$ cat src/rtl/uart_cmd_pkg.sv
// Shared definitions for the UART host command processor: the opcodes the
// host may send, the single response byte returned for each command, the
// parser state encoding and the number of argument bytes each opcode carries.
package uart_cmd_pkg;

   // Host opcodes. 0x22 and 0x01 are the legacy single-byte commands kept so
   // existing host scripts keep working; 0x30/0x31 are the multi-byte forms.
   localparam logic [7:0] OP_APU_RESET      = 8'h22;
   localparam logic [7:0] OP_AUDIO_RESET    = 8'h01;
   localparam logic [7:0] OP_MASK_RESET     = 8'h30;
   localparam logic [7:0] OP_MASK_LEN_RESET = 8'h31;
   localparam logic [7:0] OP_DROP_COUNT     = 8'h7E;
   localparam logic [7:0] OP_PING           = 8'h7F;

   // Response bytes sent back to the host, one per command.
   localparam logic [7:0] RSP_ACK  = 8'h06;
   localparam logic [7:0] RSP_NAK  = 8'h15;
   localparam logic [7:0] RSP_PING = 8'hA5;

   // Parser states: waiting for an opcode, collecting argument bytes,
   // driving the reset pulse, and waiting for the host to take the response.
   typedef enum logic [1:0] {
      IDLE    = 2'd0,
      ARGS    = 2'd1,
      PULSE   = 2'd2,
      RESPOND = 2'd3
   } cmdState_t;

   // Number of argument bytes that follow an opcode. Opcodes that need no
   // arguments (including unknown ones) return zero.
   function automatic logic [1:0] argCount(input logic [7:0] opcode);
      case (opcode)
         OP_MASK_RESET:     argCount = 2'd1;
         OP_MASK_LEN_RESET: argCount = 2'd3;
         default:           argCount = 2'd0;
      endcase
   endfunction

endpackage

$ cat src/rtl/uart_cmd_pulse_timer.sv
// Reset pulse generator. A one-cycle load captures the channel mask and the
// pulse length; the mask appears on reset_out on the following cycle and is
// held for exactly len cycles by a down-counter. reset_out comes straight
// from flops so downstream reset domains never see a combinational glitch.
module uart_cmd_pulse_timer
   import uart_cmd_pkg::*;
#(
   parameter int NUM_CHANNELS = 2,
   parameter int CNT_W        = 32
) (
   input  logic                    clock,
   input  logic                    reset,
   input  logic                    load,
   input  logic [CNT_W-1:0]        len,
   input  logic [NUM_CHANNELS-1:0] mask,
   output logic [NUM_CHANNELS-1:0] reset_out,
   output logic                    done
);

   logic [CNT_W-1:0] remaining;

   // The counter holds the number of high cycles still to go, including the
   // current one. When it is about to run out the outputs are cleared on the
   // same edge that the counter reaches zero, so the pulse is exactly len
   // cycles wide. The async reset drops reset_out immediately.
   always_ff @(posedge clock or posedge reset) begin
      if (reset) begin
         remaining <= '0;
         reset_out <= '0;
      end else if (load) begin
         remaining <= len;
         reset_out <= mask;
      end else if (remaining != '0) begin
         remaining <= remaining - CNT_W'(1);
         if (remaining == CNT_W'(1)) begin
            reset_out <= '0;
         end
      end
   end

   // Done flags the final high cycle so the parser can move on in lockstep
   // with the pulse ending.
   assign done = (remaining == CNT_W'(1));

endmodule

$ cat src/rtl/uart_cmd_processor.sv
// Host command processor between the UART and the APU/audio reset domains.
// Parses single- and multi-byte host commands, fires programmable-width
// reset pulses on NUM_CHANNELS outputs and returns exactly one response
// byte per command over a valid/ready transmit interface. Bytes arriving
// while a pulse or response is in flight are dropped and counted.
module uart_cmd_processor
   import uart_cmd_pkg::*;
#(
   parameter int NUM_CHANNELS   = 2,
   parameter int PULSE_CYCLES   = 200000,
   parameter int TIMEOUT_CYCLES = 1000000,
   parameter int CNT_W          = 32
) (
   input  logic                    clock,
   input  logic                    reset,
   input  logic [7:0]              in_uart_byte,
   input  logic                    in_uart_byte_ready,
   output logic [7:0]              out_uart_byte,
   output logic                    out_uart_byte_valid,
   input  logic                    out_uart_byte_ready,
   output logic [NUM_CHANNELS-1:0] reset_out,
   output logic                    busy
);

   localparam logic [CNT_W-1:0] DEFAULT_LEN  = CNT_W'(PULSE_CYCLES);
   localparam logic [CNT_W-1:0] TIMEOUT_LAST = CNT_W'(TIMEOUT_CYCLES - 1);

   cmdState_t state;
   cmdState_t nextState;

   logic [1:0]              argsNeeded;
   logic [1:0]              argIdx;
   logic [7:0]              argMask;
   logic [7:0]              argLenHi;
   logic [CNT_W-1:0]        idleCount;
   logic [7:0]              respByte;
   logic [7:0]              dropCount;
   logic                    clearDropPending;

   logic                    timerLoad;
   logic [NUM_CHANNELS-1:0] timerMask;
   logic [CNT_W-1:0]        timerLen;
   logic                    timerDone;
   logic                    respLoad;
   logic [7:0]              respNext;
   logic                    dropQuery;
   logic [7:0]              candMask;
   logic [CNT_W-1:0]        candLen;
   logic                    lastArg;
   logic                    handshake;
   logic                    dropStrobe;

   // A mask is usable only if it selects at least one channel and every
   // selected channel actually exists on this instance.
   function automatic logic maskIsValid(input logic [7:0] m);
      logic ok;
      ok = (m != 8'h00);
      for (int i = NUM_CHANNELS; i < 8; i++) begin
         if (m[i]) begin
            ok = 1'b0;
         end
      end
      return ok;
   endfunction

   // Parser state register.
   always_ff @(posedge clock or posedge reset) begin
      if (reset) begin
         state <= IDLE;
      end else begin
         state <= nextState;
      end
   end

   // Candidate mask/length as they will look once the byte arriving now is
   // stored. Only meaningful on the final argument byte, where the command is
   // validated without waiting an extra cycle for the byte to land.
   always_comb begin
      candMask = argMask;
      candLen  = DEFAULT_LEN;
      if (argIdx == 2'd0) begin
         candMask = in_uart_byte;
      end
      if (argsNeeded == 2'd3) begin
         candLen = CNT_W'({argLenHi, in_uart_byte});
      end
      lastArg = (argIdx == (argsNeeded - 2'd1));
   end

   // Next-state and command decode. A strobe in ARGS takes priority over a
   // timeout expiring in the same cycle, which falls out of checking the
   // strobe first. The response byte and the timer load are produced here
   // and captured by the registers below.
   always_comb begin
      nextState = state;
      timerLoad = 1'b0;
      timerMask = '0;
      timerLen  = DEFAULT_LEN;
      respLoad  = 1'b0;
      respNext  = RSP_NAK;
      dropQuery = 1'b0;
      case (state)
         IDLE: begin
            if (in_uart_byte_ready) begin
               case (in_uart_byte)
                  OP_APU_RESET: begin
                     timerLoad = 1'b1;
                     timerMask = NUM_CHANNELS'(1);
                     nextState = PULSE;
                  end
                  OP_AUDIO_RESET: begin
                     if (NUM_CHANNELS >= 2) begin
                        timerLoad = 1'b1;
                        timerMask = NUM_CHANNELS'(2);
                        nextState = PULSE;
                     end else begin
                        respLoad  = 1'b1;
                        respNext  = RSP_NAK;
                        nextState = RESPOND;
                     end
                  end
                  OP_MASK_RESET, OP_MASK_LEN_RESET: begin
                     nextState = ARGS;
                  end
                  OP_DROP_COUNT: begin
                     respLoad  = 1'b1;
                     respNext  = dropCount;
                     dropQuery = 1'b1;
                     nextState = RESPOND;
                  end
                  OP_PING: begin
                     respLoad  = 1'b1;
                     respNext  = RSP_PING;
                     nextState = RESPOND;
                  end
                  default: begin
                     respLoad  = 1'b1;
                     respNext  = RSP_NAK;
                     nextState = RESPOND;
                  end
               endcase
            end
         end
         ARGS: begin
            if (in_uart_byte_ready) begin
               if (lastArg) begin
                  if (maskIsValid(candMask) && (candLen != '0)) begin
                     timerLoad = 1'b1;
                     timerMask = candMask[NUM_CHANNELS-1:0];
                     timerLen  = candLen;
                     nextState = PULSE;
                  end else begin
                     respLoad  = 1'b1;
                     respNext  = RSP_NAK;
                     nextState = RESPOND;
                  end
               end
            end else if (idleCount == TIMEOUT_LAST) begin
               respLoad  = 1'b1;
               respNext  = RSP_NAK;
               nextState = RESPOND;
            end
         end
         PULSE: begin
            if (timerDone) begin
               respLoad  = 1'b1;
               respNext  = RSP_ACK;
               nextState = RESPOND;
            end
         end
         RESPOND: begin
            if (out_uart_byte_ready) begin
               nextState = IDLE;
            end
         end
         default: begin
            nextState = IDLE;
         end
      endcase
   end

   // Argument capture. The opcode's argument count is latched in IDLE and the
   // bytes are stored in arrival order: mask first, then length high/low.
   always_ff @(posedge clock or posedge reset) begin
      if (reset) begin
         argsNeeded <= 2'd0;
         argIdx     <= 2'd0;
         argMask    <= 8'h00;
         argLenHi   <= 8'h00;
      end else if (state == IDLE && in_uart_byte_ready) begin
         argsNeeded <= argCount(in_uart_byte);
         argIdx     <= 2'd0;
      end else if (state == ARGS && in_uart_byte_ready) begin
         if (argIdx == 2'd0) begin
            argMask <= in_uart_byte;
         end
         if (argIdx == 2'd1) begin
            argLenHi <= in_uart_byte;
         end
         argIdx <= argIdx + 2'd1;
      end
   end

   // Inter-byte timeout: counts idle cycles while collecting arguments and
   // restarts on every received byte, so only a gap aborts the command.
   always_ff @(posedge clock or posedge reset) begin
      if (reset) begin
         idleCount <= '0;
      end else if (state != ARGS || in_uart_byte_ready) begin
         idleCount <= '0;
      end else begin
         idleCount <= idleCount + CNT_W'(1);
      end
   end

   // Response byte register. It only changes when a new response is chosen,
   // so the byte stays stable for as long as the host holds off ready.
   always_ff @(posedge clock or posedge reset) begin
      if (reset) begin
         respByte <= 8'h00;
      end else if (respLoad) begin
         respByte <= respNext;
      end
   end

   assign handshake  = (state == RESPOND) && out_uart_byte_ready;
   assign dropStrobe = in_uart_byte_ready && (state == PULSE || state == RESPOND);

   // Dropped-byte counter. It saturates rather than wrapping so the host can
   // tell "lots" from "few". A drop-count query clears it only once the host
   // has actually taken the answer; a byte dropped in that same handshake
   // cycle is still counted against the fresh total.
   always_ff @(posedge clock or posedge reset) begin
      if (reset) begin
         dropCount        <= 8'h00;
         clearDropPending <= 1'b0;
      end else begin
         if (dropQuery) begin
            clearDropPending <= 1'b1;
         end else if (handshake) begin
            clearDropPending <= 1'b0;
         end
         if (handshake && clearDropPending) begin
            dropCount <= dropStrobe ? 8'h01 : 8'h00;
         end else if (dropStrobe && dropCount != 8'hFF) begin
            dropCount <= dropCount + 8'h01;
         end
      end
   end

   uart_cmd_pulse_timer #(
      .NUM_CHANNELS(NUM_CHANNELS),
      .CNT_W       (CNT_W)
   ) pulseTimer (
      .clock    (clock),
      .reset    (reset),
      .load     (timerLoad),
      .len      (timerLen),
      .mask     (timerMask),
      .reset_out(reset_out),
      .done     (timerDone)
   );

   assign out_uart_byte       = respByte;
   assign out_uart_byte_valid = (state == RESPOND);
   assign busy                = (state != IDLE);

endmodule

$ cat config.mk
export PLATFORM = sky130hd
export DESIGN_NAME = uart_cmd_processor
export DESIGN_NICKNAME = d
export VERILOG_FILES = /design/src/rtl/uart_cmd_pkg.sv /design/src/rtl/uart_cmd_pulse_timer.sv /design/src/rtl/uart_cmd_processor.sv
export SDC_FILE = /design/constraint.sdc
export NUM_CORES = 1
export LEC_CHECK = 0
export ABC_AREA = 1
export BUFFER_PORTS_ARGS = -buffer_cell sky130_fd_sc_hd__buf_2
export CAP_MARGIN = 0
export CELL_PAD_IN_SITES_DETAIL_PLACEMENT = 0
export CELL_PAD_IN_SITES_GLOBAL_PLACEMENT = 1
export CORE_ASPECT_RATIO = 0.5
export CORE_MARGIN = 5
export CORE_UTILIZATION = 42
export CTS_CLUSTER_SIZE = 14
export DETAILED_ROUTE_END_ITERATION = 12
export HOLD_SLACK_MARGIN = 0.06
export MAX_ROUTING_LAYER = met4
export PLACE_DENSITY = 0.73
export SYNTH_ARGS = -nofsm -noshare
export SYNTH_HDL_FRONTEND = slang
export SYNTH_SLANG_ARGS = --single-unit
export TNS_END_PERCENT = 5
$ cat constraint.sdc
create_clock -name clock -period 3 [get_ports clock]
set_input_delay 0.3 -clock clock [delete_from_list [all_inputs] [get_ports clock]]
set_output_delay 0.3 -clock clock [all_outputs]
set_load 0.02 [all_outputs]
==> run metrics, run 1 <==
status=finished clean; Sinks on Clock Net=105; Max IR drop VDD=0.000373 V; Worst Path Arrival=2820 ps; critical path's slowest cell=ha_1; # hold bufs at CTS=1; Clock Path Buffers=2; pwr dens=741 nW/um^2; Initial Util=0.429; Yosys warning count=0; clock network power share=0.270; Detailed Place HPWL=11800 um; fmax=387 MHz; P_leak=3.21 nW; Worst Hold Path EP=pulseTimer.remaining[1]; filler-free cell count of the finished design=1077; Relative slew margins=0.574; Global Route Usage Sum=0.197; Routed wire per std cell=14.5 um; layout cells sized above 1=0.0922; internal power=0.00316 W; CP Launch Type=flop; P_sw=0.00196 W; Remaining Overflow, GRT=0; critical path class=reg -> reg; design area=6910 um^2; ys async rst share=1.00; Setup-failing EPs final=0; fill count=1496; root buffer selected by CTS=clkbuf_16; Via density=4.98; clk slew on worst S/H paths=70 ps; CP required=3240 ps; top_reg_cell synth=dfrtp_1; Die Ht=96.0 um; core area=14500 um^2; post-CTS sizing=0; DR DRC count=0; Synthesized Nets=869; combinational fraction of design power=0.337; pin count of the biggest net entering global routing=38; clk_lat worst skew=360 ps; DR iter-0 viols=345; CP endpoint kind=flop; Hold Crit Depth=3; Detail Route Antenna Nets=0; number of synthesized register bits=105; Tot Pwr=0.00512 W; crit-path max FO=23; Post-synth EDFFs=0; I/O pin count=24; Hold WC Path Type=in -> reg; drt total wl=15600 um; initial antenna violation count=0; via count=5360; FF-to-FF path depth=13; global placement routability congestion=0.858; reg-to-reg slack, setup=410 ps; RR Startpoint=argIdx[0]; Layout area overhead=11.2%; crit-path cells=inv_1 > ha_1 > nand2_1 > nand2_1 > nand2_1 > inv_1 > nand2_1 > nor2_1 > nand3_2 > nand2_1 > nand2_2 > nand2_2 > o22ai_1; Layout Nets=897; die area=17500 um^2; Least-Margin Pin Slew=638 ps; Top cell by count, worst path=nand2_1; Final Hold Viols=0; Critical Path Max Stage Delay=560 ps; Gate Count Post-Synth=846; RR Endpoint=pulseTimer.remaining[3]; Num CTS Buffers=9; dpl cells=1060; Cell Area, Synth=6210 um^2; count of input and output buffers=23; vias in the first global route=5313; H-tree Lvls=3; Syn Area/Cell=7.34 um^2; post-route minimum period=2590 ps; final worst path period share=0.862; DIE WIDTH=182 um; Setup TNS=0 ps; global-route wire length before repair=26900 um; RSZ-0062 raised after global routing=false; setup repair bufs after CTS=0; ANT cells=0; max-cap viol count=0; Post-DP Area=6560 um^2; post-synthesis sequential area ratio=0.423; hold_sp=in_uart_byte[1]; CTS tree=done; Yosys cell types=41; Sw Ratio=0.383; TritonRoute pass-1 iters=6; Sequential Power Share=0.392; Worst Skew=10.3 ps; Site Rows=31; max-slew violations=0
==> through the flow <==
stage,worst slack (ps),hold slack [ps],util
4_1_cts,415,221,0.477
2_1_floorplan,1130,432,-
6_report,413,239,0.477
3_3_place_gp,442,423,0.453
5_1_grt,100,256,0.477
3_5_place_dp,429,436,0.453
==> Yosys cell counts, types with 6 or more instances <==
cell | count | area [um^2]
nor4_1 | 6 | 37.5
dfrtp_1 | 105 | 2630
xor2_1 | 17 | 149
nor2_2 | 8 | 50.1
xnor2_1 | 13 | 114
a21oi_1 | 30 | 150
ha_1 | 11 | 138
nor3_1 | 33 | 165
inv_1 | 96 | 360
nand3_1 | 49 | 245
o21ai_0 | 41 | 205
o21ai_1 | 15 | 75.1
nand4_1 | 17 | 106
nand2_2 | 9 | 56.3
nand2_1 | 206 | 773
nor2_1 | 137 | 514
==> cell families after synthesis <==
| family | count (synthesis) | synth area share |
|---|---|---|
| XOR/XNOR | 30 | 0.0423 |
| AND/OR/NAND/NOR | 488 | 0.351 |
| multiplexers | 1 | 0.00161 |
| AO/OA/AOI/OAI | 100 | 0.0857 |
| flip-flops | 105 | 0.423 |
| buffers and inverters | 111 | 0.0742 |
| adder cells (fa/ha/maj) | 11 | 0.0222 |
==> power by group through the flow <==
stage               combinational (W)  clock [W]  sequential, W
global placement              0.00172          0        0.00203
floorplan                     0.00139          0        0.00198
finish                        0.00173    0.00138        0.00201
detailed placement            0.00173          0        0.00203
global route                  0.00201    0.00147        0.00205
CTS                           0.00174    0.00142        0.00200
==> worst max path at each step <==
stage                   start                  endpoint  slack, ps  depth (start not counted)
global placement    argIdx[0]  pulseTimer.remaining[15]        440                         13
finish              argIdx[0]   pulseTimer.remaining[3]        410                         13
global route        argIdx[1]  pulseTimer.remaining[17]        100                         12
floorplan           argIdx[0]   pulseTimer.remaining[1]       1130                         15
detailed placement  argIdx[0]  pulseTimer.remaining[14]        430                         11
CTS                 argIdx[0]  pulseTimer.remaining[11]        420                         10
==> cell usage in the layout, fill, tap and decap left out, types with 6 or more instances in the layout <==
master / count
nand2_1: 206
nor2_1: 137
dfrtp_1: 105
inv_1: 95
nand3_1: 49
o21ai_0: 41
nor3_1: 33
a21oi_1: 30
buf_2: 23
xor2_1: 17
nand4_1: 17
o21ai_1: 15
xnor2_1: 13
ha_1: 11
nand2_2: 9
clkbuf_16: 9
nor2_2: 8
nor4_1: 6
==> cell type report <==
type	instances	area [um^2]	share of cell area
tap	198	248	0.0359
clock buffer	10	229	0.0332
timing repair buffer	30	195	0.0283
multi-input combinational	630	3120	0.452
clock inverter	6	113	0.0163
inverter	98	374	0.0542
sequential	105	2630	0.380
==> flip-flops by register name, indices dropped and copies added (netlist names), 8 cells and up <==
signal	flops
idleCount	32
pulseTimer.remaining	32
argLenHi	8
argMask	8
dropCount	8
out_uart_byte	8
==> worst max-delay path, delay by kind of cell (launching register included) <==
kind,cells,cell delay (ps)
AO/OA/AOI/OAI,1,90
adder cells (fa/ha/maj),1,560
buffers and inverters,2,160
flip-flops,1,410
AND/OR/NAND/NOR,9,1240
==> metal layers <==
layer  part of all wire  vias up  wire length [um]  GRT usage
li1                   -     2781                 -          -
met1               0.52     2487              8160      0.274
met2               0.43       82              6730      0.305
met3              0.039       10               601     0.0404
met4             0.0066        0               103     0.0318
met5                  0        -                 0          -
Power figures use the tool's default switching activity.
==> run 2: changes to the inputs <==
--- a/config.mk
+++ b/config.mk
@@ -10,7 +10,6 @@
 export CAP_MARGIN = 0
 export CELL_PAD_IN_SITES_DETAIL_PLACEMENT = 0
 export CELL_PAD_IN_SITES_GLOBAL_PLACEMENT = 1
-export CORE_ASPECT_RATIO = 0.5
 export CORE_MARGIN = 5
 export CORE_UTILIZATION = 42
 export CTS_CLUSTER_SIZE = 14
==> run 2 against run 1 <==
Final area decreased by 1.1%. Worst hold slack got worse by 120 ps. Sequential power about the same. Combinational power is essentially flat. Utilization decreased by 0.73 points. Clock power shrank 8%. Global-route usage decreased by 0.84 points. Flip-flop and latch count did not move. Critical path type unchanged. Largest cell class unchanged.
==> run metrics, run 2 (same netlist as run 1, synthesis figures left out) <==
global placement routability congestion=0.904 (was 0.858); Global Route Usage Sum=0.188 (was 0.197); Tot Pwr=0.00499 W (was 0.00512 W); Placement Setup Slack=402 ps (was 429 ps); Hold WC Path Type=in -> async (was in -> reg); Worst Skew=8.02 ps (was 10.3 ps); Clock Path Buffers=2 (unchanged); max-slew violations=0 (unchanged); CP required=3240 ps (about the same); die area=17300 um^2 (was 17500 um^2); CTS tree=done (unchanged); fin worst setup slack=387 ps (was 413 ps); Routed wire per std cell=14.4 um (was 14.5 um); Initial Util=0.427 (was 0.429); Max IR drop VDD=0.000351 V (was 0.000373 V); critical path class=reg -> reg (unchanged); # hold bufs at CTS=0 (was 1); DR DRC count=0 (unchanged); Worst Path Arrival=2850 ps (was 2820 ps); Detail Route Antenna Nets=0 (unchanged); P_leak=3.17 nW (was 3.21 nW); commonest non-fill, non-tap cells in the layout=nand2_1 (206), nor2_1 (137), dfrtp_1 (105) (unchanged); ANT cells=0 (unchanged); vias in the first global route=5342 (was 5313); final worst path period share=0.871 (was 0.862); global-route wire length before repair=26500 um (was 26900 um); RSZ-0062 raised after global routing=false (unchanged); Layout area overhead=10.0% (was 11.2%); Num CTS Buffers=9 (unchanged); Setup-failing EPs final=0 (unchanged); Detailed Place HPWL=11600 um (was 11800 um); Setup TNS=0 ps (unchanged); Relative slew margins=0.401 (was 0.574); fill count=1509 (was 1496); core area=14500 um^2 (about the same); Die Ht=132 um (was 96.0 um); FF-to-FF path depth=13 (unchanged); TritonRoute pass-1 iters=5 (was 6); drt total wl=15300 um (was 15600 um); status=finished clean (unchanged); Final Hold Viols=0 (unchanged); post-CTS sizing=0 (unchanged); CP endpoint kind=flop (unchanged); Least-Margin Pin Slew=897 ps (was 638 ps); clk slew on worst S/H paths=80 ps (was 70 ps); pin count of the biggest net entering global routing=51 (was 38); Via density=5.12 (was 4.98); count of input and output buffers=23 (unchanged); I/O pin count=24 (unchanged); initial antenna violation count=0 (unchanged); setup repair bufs after CTS=0 (unchanged); post-route minimum period=2610 ps (was 2590 ps); crit-path max FO=23 (unchanged); pwr dens=731 nW/um^2 (was 741 nW/um^2); final core occ=0.470 (was 0.477); DR iter-0 viols=426 (was 345); via count=5432 (was 5360); most common cell after layout, fill and taps aside=nand2_1 (unchanged); CP Launch Type=flop (unchanged); Site Rows=44 (was 31); top flop regs=idleCount x32, pulseTimer.remaining x32 (unchanged); layout cells sized above 1=0.0913 (was 0.0922); clk_lat worst skew=360 ps (about the same); Sinks on Clock Net=105 (unchanged); Remaining Overflow, GRT=0 (unchanged); root buffer selected by CTS=clkbuf_16 (unchanged); fmax=383 MHz (was 387 MHz); H-tree Lvls=3 (unchanged); Layout Nets=894 (was 897); max-cap viol count=0 (unchanged); DIE WIDTH=132 um (was 182 um)
==> run 2: layout make-up <==
type / count / area [um^2] / area share
clock buffers: 9 / 225 / 0.0330
inverters: 98 / 374 / 0.0548
multi-input cells: 630 / 3120 / 0.457
repair buffers: 27 / 158 / 0.0231
clock inverters: 7 / 96.3 / 0.0141
well taps: 184 / 230 / 0.0337
flip-flops and latches: 105 / 2630 / 0.385
==> run 2: report_power, final <==
| group | switching (W) | internal (W) |
|---|---|---|
| logic | 0.00113 | 0.000598 |
| registers | 0.000268 | 0.00173 |
| clock network | 0.000595 | 0.000671 |
| total | 0.00199 | 0.00300 |
==> run 2: stage by stage <==
step	hold WS [ps]	std cells	instance area (um^2)
floorplan	432	846	6210
CTS	150	1060	6830
finish	117	1060	6830
global placement	451	1044	6510
global route	190	1060	6830
detailed placement	454	1044	6510
==> run 2: final timing paths <==
| path | from | endpoint | slack (ps) |
|---|---|---|---|
| setup / recovery | argIdx[0] | pulseTimer.remaining[15] | 390 |
| hold / removal | reset | idleCount[20] | 120 |
| setup reg to reg | argIdx[0] | pulseTimer.remaining[15] | 390 |
| hold reg to reg | idleCount[0] | idleCount[0] | 460 |
| max in group asynchronous | reset | idleCount[10] | 2140 |
| min in group clock | out_uart_byte_ready | clearDropPending | 230 |
==> run 2: per-layer routing <==
metal / vias up / wire length, um / part of all wire / global-route usage
met3: 16 / 569 / 0.037 / 0.0382
met5: - / 0 / 0 / -
met2: 113 / 7250 / 0.47 / 0.299
met4: 0 / 206 / 0.013 / 0.0457
met1: 2522 / 7250 / 0.47 / 0.249
li1: 2781 / - / - / -
==> run 2: worst max-delay path: stages (launching register included) <==
cell	delay [ps]
dfrtp_1	410
inv_1	110
ha_1	550
nand2_1	130
nand2_1	140
inv_1	60
nand2_1	60
nand2_1	50
nor2_1	150
nand3_2	100
nand2_1	80
nand2_2	290
nand2_2	260
o21ai_0	100
